$ cat src/rtl/slow_clock_gen_pkg.sv
// Shared definitions for the slow clock generator: FSM states, default board clock,
// and a helper that sizes the down-stream counters.
package slow_clock_gen_pkg;

  localparam int DEFAULT_CLK_HZ = 100_000_000;

  typedef enum logic [2:0] {
    IDLE    = 3'd0,
    RUN     = 3'd1,
    DRAIN   = 3'd2,
    STEP_HI = 3'd3,
    STEP_LO = 3'd4
  } state_t;

  // Width of a counter that must hold values 0..n-1 with one spare bit of headroom.
  function automatic int cnt_width(input int n);
    return $clog2(n) + 1;
  endfunction

endpackage

$ cat src/rtl/slow_clock_gen_debounce.sv
// Push-button conditioner: 2-flop synchroniser, stable-sample counter and a one-cycle
// pulse when the accepted level goes from 0 to 1. Also used for the keypad buttons.
module btn_debounce
  import slow_clock_gen_pkg::*;
#(
  parameter int DEBOUNCE_CYCLES = 1_000_000
) (
  input  logic clk,
  input  logic rst,
  input  logic btn,
  output logic pulse
);

  localparam int CW = cnt_width(DEBOUNCE_CYCLES);
  localparam logic [CW-1:0] LAST = CW'(DEBOUNCE_CYCLES - 1);

  logic          sync1;
  logic          sync2;
  logic          level;
  logic [CW-1:0] cnt;

  // Bring the raw button into the clk domain before anything looks at it.
  always_ff @(posedge clk) begin
    if (rst) begin
      sync1 <= 1'b0;
      sync2 <= 1'b0;
    end else begin
      sync1 <= btn;
      sync2 <= sync1;
    end
  end

  // Accept a new level only after DEBOUNCE_CYCLES consecutive samples disagree with the old one.
  always_ff @(posedge clk) begin
    if (rst) begin
      cnt   <= '0;
      level <= 1'b0;
      pulse <= 1'b0;
    end else begin
      pulse <= 1'b0;
      if (sync2 == level) begin
        cnt <= '0;
      end else if (cnt == LAST) begin
        cnt   <= '0;
        level <= sync2;
        pulse <= sync2;
      end else begin
        cnt <= cnt + 1'b1;
      end
    end
  end

endmodule

$ cat src/rtl/slow_clock_gen.sv
// Slow square-wave generator feeding the ATM counter clock: free-runs while run_sw is
// high, and a debounced press of step_btn produces exactly one slow period while paused.
module slow_clock_gen
  import slow_clock_gen_pkg::*;
#(
  parameter int CLK_HZ          = DEFAULT_CLK_HZ,
  parameter int SLOW_HZ         = 1,
  parameter int DEBOUNCE_CYCLES = 1_000_000
) (
  input  logic clk,
  input  logic rst,
  input  logic run_sw,
  input  logic step_btn,
  output logic slow_clk,
  output logic tick,
  output logic running
);

  localparam int HALF = CLK_HZ / (2 * SLOW_HZ);
  localparam int DW   = cnt_width(HALF);
  localparam logic [DW-1:0] TERM = DW'(HALF - 1);

  logic          run_s1;
  logic          run_sync;
  logic          step_req;
  state_t        state;
  state_t        state_n;
  logic [DW-1:0] div;
  logic [DW-1:0] div_n;
  logic          slow_n;
  logic          tick_n;
  logic          term;

  btn_debounce #(
    .DEBOUNCE_CYCLES(DEBOUNCE_CYCLES)
  ) u_step (
    .clk  (clk),
    .rst  (rst),
    .btn  (step_btn),
    .pulse(step_req)
  );

  // Two-flop synchroniser for the run switch.
  always_ff @(posedge clk) begin
    if (rst) begin
      run_s1   <= 1'b0;
      run_sync <= 1'b0;
    end else begin
      run_s1   <= run_sw;
      run_sync <= run_s1;
    end
  end

  assign term    = (div == TERM);
  assign running = (state == RUN);

  // State, divider and both clock outputs are registered so slow_clk is glitch-free.
  always_ff @(posedge clk) begin
    if (rst) begin
      state    <= IDLE;
      div      <= '0;
      slow_clk <= 1'b0;
      tick     <= 1'b0;
    end else begin
      state    <= state_n;
      div      <= div_n;
      slow_clk <= slow_n;
      tick     <= tick_n;
    end
  end

  // Next state; every phase starts with the divider at zero and ends on its terminal count.
  always_comb begin
    state_n = state;
    div_n   = div + 1'b1;
    slow_n  = slow_clk;
    tick_n  = 1'b0;
    unique case (state)
      IDLE: begin
        div_n  = '0;
        slow_n = 1'b0;
        if (run_sync) begin
          state_n = RUN;
          slow_n  = 1'b1;
          tick_n  = 1'b1;
        end else if (step_req) begin
          state_n = STEP_HI;
          slow_n  = 1'b1;
          tick_n  = 1'b1;
        end
      end
      RUN: begin
        if (!run_sync) begin
          if (slow_clk && !term) begin
            state_n = DRAIN;
          end else begin
            state_n = IDLE;
            slow_n  = 1'b0;
            div_n   = '0;
          end
        end else if (term) begin
          slow_n = ~slow_clk;
          tick_n = ~slow_clk;
          div_n  = '0;
        end
      end
      DRAIN: begin
        if (term) begin
          state_n = IDLE;
          slow_n  = 1'b0;
          div_n   = '0;
        end
      end
      STEP_HI: begin
        if (term) begin
          state_n = STEP_LO;
          slow_n  = 1'b0;
          div_n   = '0;
        end
      end
      STEP_LO: begin
        if (term) begin
          state_n = IDLE;
          div_n   = '0;
        end
      end
      default: begin
        state_n = IDLE;
        slow_n  = 1'b0;
        div_n   = '0;
      end
    endcase
  end

endmodule

$ cat config.mk
export PLATFORM = sky130hd
export DESIGN_NAME = slow_clock_gen
export DESIGN_NICKNAME = d
export VERILOG_FILES = /design/src/rtl/slow_clock_gen_pkg.sv /design/src/rtl/slow_clock_gen_debounce.sv /design/src/rtl/slow_clock_gen.sv
export SDC_FILE = /design/constraint.sdc
export NUM_CORES = 1
export LEC_CHECK = 0
export BUFFER_PORTS_ARGS = -buffer_cell sky130_fd_sc_hd__buf_2
export CAP_MARGIN = 0
export CORE_ASPECT_RATIO = 2
export CORE_UTILIZATION = 45
export DETAILED_ROUTE_END_ITERATION = 8
export PLACE_DENSITY_LB_ADDON = 0.08
export SETUP_SLACK_MARGIN = 0.5
export SYNTH_ARGS = -nofsm -noshare
export SYNTH_HDL_FRONTEND = slang
export SYNTH_SLANG_ARGS = --single-unit
$ cat constraint.sdc
create_clock -name clk -period 1.8 [get_ports clk]
set_input_delay 0 -clock clk [delete_from_list [all_inputs] [get_ports clk]]
set_output_delay 0 -clock clk [all_outputs]
set_load 0.1 [all_outputs]
==> key figures, run 1 <==
Synthesis
  • Syn nets: 309
  • Top cell type's share of synthesized area: 0.453
  • Netlist cell types: 32
  • Synth top cells by count: nor2_1, dfxtp_1, xnor2_1
  • Sequential area share after synthesis: 0.453
  • Synthesized instance count: 303
  • Asr flop ratio synth: 0
  • Top cells by area, synth: dfxtp_1, xnor2_1, nor2_1
  • Yosys reg bits: 59
  • Main synth FF type: dfxtp_1
  • Syn Area/Cell: 8.60 µm²
  • Largest area contributor in the netlist: dfxtp_1
  • Mapped Area: 2600 µm²
  • Synth Warn #: 0
  • Most frequent cell after synthesis: nor2_1
  • EDFF count, synth: 0

Finish
  • Largest regs: div (27), u_step.cnt (21), state (3)
  • Largest Register: div
  • Final core utilization: 0.693
  • Post-route cell area: 3820 µm²
  • Nets@finish: 364
  • P&R area growth vs syn: 46.7%
  • Layout cell share with drive strength beyond 1: 0.421
  • Largest register FFs: 27
  • Antenna diode count: 0

Timing
  • Crit path time final: 1.72 ns
  • Slew Limit Headroom: 0.680
  • # setup viols final: 0
  • Setup repair after global routing missed its margin: yes
  • Highest Clock Rate: 0.580 GHz
  • Final Max Tran Viols: 0
  • Worst slew pin tran: 0.483 ns
  • Final Cycle Share: 0.957
  • Setup Skew: 0.00855 ns
  • Final Hold Fails: 0

CTS
  • Root buf cell: clkbuf_8
  • Clock Path Buffers: 2
  • CTS H-Tree Depth: 3
  • Number of clock sinks: 59
  • CTS buffer count: 9
  • CTS clk-pin slew, worst paths: 0.07 ns
  • CTS tree: done
  • Insertion delay to the later sink of the worst-skew pair: 0.35 ns

Critical path
  • Worst Path Arrival: 1.96 ns
  • CP top delay family: simple AND/OR/NAND/NOR gates
  • Kind of end point of the critical path: register
  • Worst Path Buf+Inv: 2
  • Crit-path slowest cell: or3_4
  • CP peak stage delay: 0.39 ns
  • Kind of critical path: register to register
  • Max Fanout on Critical Path: 6
  • Worst Path Required: 2.04 ns
  • Startpoint types: register
  • CP Cell Sequence: nor4_4 > nand4b_1 > or3_4 > nand2b_4 > buf_12 > clkbuf_16 > nor2_1

Floorplanning
  • Core Area: 5520 µm²
  • Chip width: 55.8 µm
  • Top Ports: 7
  • Num rows: 38
  • Initial core utilization: 0.472
  • Die ar.: 6120 µm²
  • Die height: 110 µm

Place
  • Port bufs: 6
  • GP Congestion: 0.770
  • Placed inst area: 2980 µm²
  • DP Wirelength: 4.02 mm

GRT
  • First-pass GRT wire length: 10.4 mm
  • Pin count of the biggest net entering global routing: 16
  • Global Route Usage Sum: 0.230
  • GRT overflow: 0
  • Initial antenna violation count: 0
  • Vias in the first global route: 2311

Hold path
  • Hold crit path type: input pin to register

Detailed routing
  • Average wire per standard cell: 16.3 µm
  • DR iter-0 viols: 78
  • Final wirelength: 6.91 mm
  • Via/cell ratio: 5.50
  • Antenna viol nets, final: 0
  • Drt pass-1 iters: 4
  • DR DRC count: 0
  • DR vias: 2326

Run status
  • Status: completed

Pwr
  • VDD IR max: 0.832 mV
  • Clock share of power: 0.502
  • Combinational Power Share: 0.052
  • NetSw: 0.000614 W
  • Internal power: 0.00233 W
  • Net Sw Frac: 0.209
  • Power Total: 0.00294 W
  • PwrDens: 769 nW/µm²
  • Sequential share of power: 0.446
  • Leakage: 1.31 nW

Flow run
  • Max Cap Violations: 0
metrics by stage:
| stage | TNS [ns] | worst slack (ns) | cells | hold WS (ns) |
|---|---|---|---|---|
| after floorplan | 0 | 0.176 | 303 | 0.128 |
| after global placement | -0.894 | -0.0742 | 384 | 0.207 |
| after detailed placement | -0.423 | -0.0419 | 384 | 0.217 |
| after CTS | 0 | 0.122 | 415 | 0.389 |
| after global routing | 0 | 0.00698 | 423 | 0.443 |
| final | 0 | 0.0770 | 423 | 0.398 |
cells in the final DEF, fill, tap and decap left out, types with 3 or more instances in the layout:
master and instances:
a21oi_1 3, a21oi_2 4, and3_1 6, buf_12 3, buf_2 5, buf_4 32, buf_6 5, bufinv_16 3
clkbuf_8 10, dfxtp_1 33, dfxtp_2 15, dfxtp_4 11, dlygate4sd3_1 3, inv_1 10, nand2_1 10, nand3_1 20
nand4_1 15, nor2_1 37, nor2_2 14, nor2_4 10, nor2b_1 5, nor3_1 8, nor4_1 4, nor4_2 4
nor4_4 4, or3_4 7, xnor2_1 26, xor2_1 18
worst register-to-register path, cell delays in order (launching register included):
cell and delay [ns]:
dfxtp_4 0.36, nor4_4 0.29, nand4b_1 0.13, or3_4 0.39, nand2b_4 0.12, buf_12 0.12
clkbuf_16 0.16, nor2_1 0.04
cell families after synthesis:
| logic type | count (synthesis) | share of synthesized area |
|---|---|---|
| DFF | 59 | 0.453 |
| and+or+nand+nor | 160 | 0.308 |
| AOI/OAI and AO/OA | 14 | 0.0327 |
| muxes | 2 | 0.00769 |
| buffers and inverters | 21 | 0.0375 |
| adders and majority gates | 2 | 0.00960 |
| xor gates and xnor gates | 45 | 0.151 |
worst paths after layout:
check | slack [ns] | start | cells after the start | end
setup reg to reg | 0.08 | div[8] | 7 | div[2]
hold / removal | 0.40 | run_sw | 3 | run_s1
hold reg to reg | 0.45 | u_step.sync1 | 1 | u_step.sync2
setup / recovery | 0.08 | div[8] | 7 | div[2]
power groups by stage:
stage | clock [W] | sequential, W | combinational [W]
after global placement | 0 | 0.00135 | 0.0000843
after global routing | 0.00156 | 0.00131 | 0.000162
after floorplan | 0 | 0.00136 | 0.0000592
after detailed placement | 0 | 0.00135 | 0.0000848
after CTS | 0.00150 | 0.00132 | 0.000119
final | 0.00147 | 0.00131 | 0.000153
routing by layer:
metal / global-route usage / vias to the layer above / share of wire
met5: 0 / - / 0
met4: 0.188 / 0 / 0.043
met3: 0.0259 / 20 / 0.014
met2: 0.460 / 34 / 0.60
met1: 0.198 / 1121 / 0.34
li1: - / 1151 / -
what timing repair did:
action                                  CTS  global route
cloned                                    3             3
endpoints found under the hold margin     4             0
hold buffers                              3             0
endpoints found under the setup margin   55            55
pin swaps                                15            25
buffers inserted                          9             5
gates resized for setup                  33            64
area by class of cell:
cell class              instances  area (µm²)
well taps                      60        75.1
fillers                       442        1690
clock buffers                  11         141
repair buffers                 51         489
inverters                      11        41.3
clock inverters                 5         100
flip-flops and latches         59        1240
multi-input cells             226        1730
Power figures use the tool's default switching activity.
==> inputs of run 2 (changes only) <==
- PLACE_DENSITY: not set -> 0.62
- PLACE_DENSITY_LB_ADDON: 0.08 -> not set
==> run 2 against run 1 <==
  * Flip-flop and latch count did not move
  * Hold slack worse by 0.36 ns
  * Highest routed layer unchanged
  * Register-to-register slack gained 0.05 ns
==> key figures, run 2 (same netlist as run 1, synthesis figures left out) <==
GRT
  • Vias in the first global route: 2121 (-8.2%)
  • GRT overflow: 0 (unchanged)
  • Initial antenna violation count: 0 (unchanged)
  • Pin count of the biggest net entering global routing: 17 (+1)
  • First-pass GRT wire length: 9.85 mm (-4.9%)
  • Global Route Usage Sum: 0.217 (-0.0136)

Finish
  • Nets@finish: 368 (+1.1%)
  • Multi-input gate area: 1790 µm² (+3.4%)
  • Antenna diode count: 0 (unchanged)
  • Largest regs: div (27), u_step.cnt (21), state (3)
  • Largest register FFs: 27 (unchanged)
  • P&R area growth vs syn: 47.2%
  • Layout cell share with drive strength beyond 1: 0.454 (+0.0321)
  • Most frequent cells in the layout: buf_4, nor2_1, dfxtp_1
  • # fillers: 425 (-3.8%)
  • Most common cell after layout, fill and taps aside: buf_4
  • Largest Register: div
  • Reg area: 1240 µm² (-0.40%)

Place
  • GP Congestion: 0.770 (about the same)
  • Pre-CTS setup slack: 0.0429 ns (+0.0848 ns)
  • DP Wirelength: 3.89 mm (-3.3%)
  • Port bufs: 6 (unchanged)

Detailed routing
  • DR DRC count: 0 (unchanged)
  • Metal2 WL: 3.73 mm (-10%)
  • Final wirelength: 6.73 mm (-2.6%)
  • DR iter-0 viols: 82 (+5.1%)
  • DR vias: 2346 (+0.86%)
  • Average wire per standard cell: 15.8 µm (-3.3%)
  • Met3 routed WL: 181 µm (+93%)
  • Drt pass-1 iters: 4 (unchanged)
  • Via/cell ratio: 5.51 (+0.15%)
  • Top routing layer used: met4
  • Routed met1 length: 2.53 mm (+7.4%)
  • Antenna viol nets, final: 0 (unchanged)

Floorplanning
  • Core Area: 5520 µm² (unchanged)
  • Chip width: 55.8 µm (unchanged)
  • Die ar.: 6120 µm² (unchanged)
  • Initial core utilization: 0.472 (unchanged)
  • Num rows: 38 (unchanged)
  • Top Ports: 7 (unchanged)
  • Die height: 110 µm (unchanged)

Critical path
  • Worst Path Arrival: 1.91 ns (-0.05 ns)
  • Startpoint types: register
  • Kind of end point of the critical path: register
  • Kind of critical path: register to register
  • Reg-to-reg slack, setup: 0.12 ns (+0.05 ns)
  • Max Fanout on Critical Path: 4 (-2)
  • Worst Path Required: 2.03 ns (about the same)

Timing
  • Final setup TNS: 0 ns (unchanged)
  • # setup viols final: 0 (unchanged)
  • Setup Skew: 0.00815 ns (-0.000397 ns)
  • Slew Limit Headroom: 0.668 (-0.0122)
  • Slack of the critical path: 0.122 ns (+0.0455 ns)
  • Setup repair after global routing missed its margin: yes
  • Highest Clock Rate: 0.596 GHz (+2.7%)
  • Final Hold Fails: 0 (unchanged)
  • Worst slew pin tran: 0.495 ns (+0.0115 ns)
  • Final Max Tran Viols: 0 (unchanged)
  • Final Cycle Share: 0.932 (-0.0253)
  • Crit path time final: 1.68 ns (-0.0455 ns)

CTS
  • CTS buffer count: 9 (unchanged)
  • Number of clock sinks: 59 (unchanged)
  • Clock Path Buffers: 2 (unchanged)
  • CTS clk-pin slew, worst paths: 0.06 ns (about the same)
  • Root buf cell: clkbuf_8
  • Insertion delay to the later sink of the worst-skew pair: 0.34 ns (about the same)
  • CTS H-Tree Depth: 3 (unchanged)
  • CTS tree: done

Pwr
  • Leakage: 1.35 nW (+2.8%)
  • VDD IR max: 0.921 mV (+11%)
  • PwrDens: 682 nW/µm² (-11%)

Hold path
  • Hold crit path type: input pin to register

Run status
  • Status: completed

Flow run
  • Max Cap Violations: 0 (unchanged)
## run 2: path summary, 6_finish.rpt
check,from,endpoint,cells past startpoint
hold / removal,rst,u_step.level,2
setup reg to reg,div[10],div[26],6
setup / recovery,div[10],div[26],6
hold reg to reg,run_s1,run_sync,1
## run 2: power by group
part / switching [W] / internal [W]
clock network: 0.000487 / 0.000678
registers: 0.00000915 / 0.00130
logic: 0.0000789 / 0.0000585
## run 2: timing repair
item	in CTS	in global routing
pin swaps	14	31
endpoints found under the setup margin	55	56
gates cloned	4	2
hold buffers	2	0
gates resized for setup	35	66
endpoints found under the hold margin	2	0
setup buffers	8	14
## run 2: routing by layer
layer	vias to the layer above	track usage
met2	47	0.416
met5	-	0
met3	21	0.0541
met4	0	0.136
li1	1165	-
met1	1113	0.199
## run 2: critical path, cell delays in order (launching register included)
cell and delay, ns:
dfxtp_2 0.36, buf_4 0.15, and3_1 0.18, nand4_1 0.26, nor4_2 0.38, xnor2_1 0.19, nor2_2 0.05
## run 2: area by class of cell
cell class / count / area share
Clock buffer: 14 / 0.0502
Clock inverter: 1 / 0.00131
Inverter: 11 / 0.0108
Multi-Input combinational cell: 226 / 0.467
Sequential cell: 59 / 0.322
Tap cell: 60 / 0.0196
Timing Repair Buffer: 55 / 0.129
## run 2: metrics by stage
| stage | hold slack, ns | cell area [µm²] | utilization | total power, W | instances |
|---|---|---|---|---|---|
| 4_1_cts | 0.0182 | 3400 | 0.616 | 0.00262 | 410 |
| 6_report | 0.0331 | 3830 | 0.695 | 0.00261 | 426 |
| 2_1_floorplan | 0.128 | 2750 | - | 0.00142 | 303 |
| 5_1_grt | 0.0307 | 3830 | 0.695 | 0.00272 | 426 |
| 3_3_place_gp | 0.206 | 2950 | 0.535 | 0.00144 | 381 |
| 3_5_place_dp | 0.218 | 2950 | 0.535 | 0.00144 | 381 |
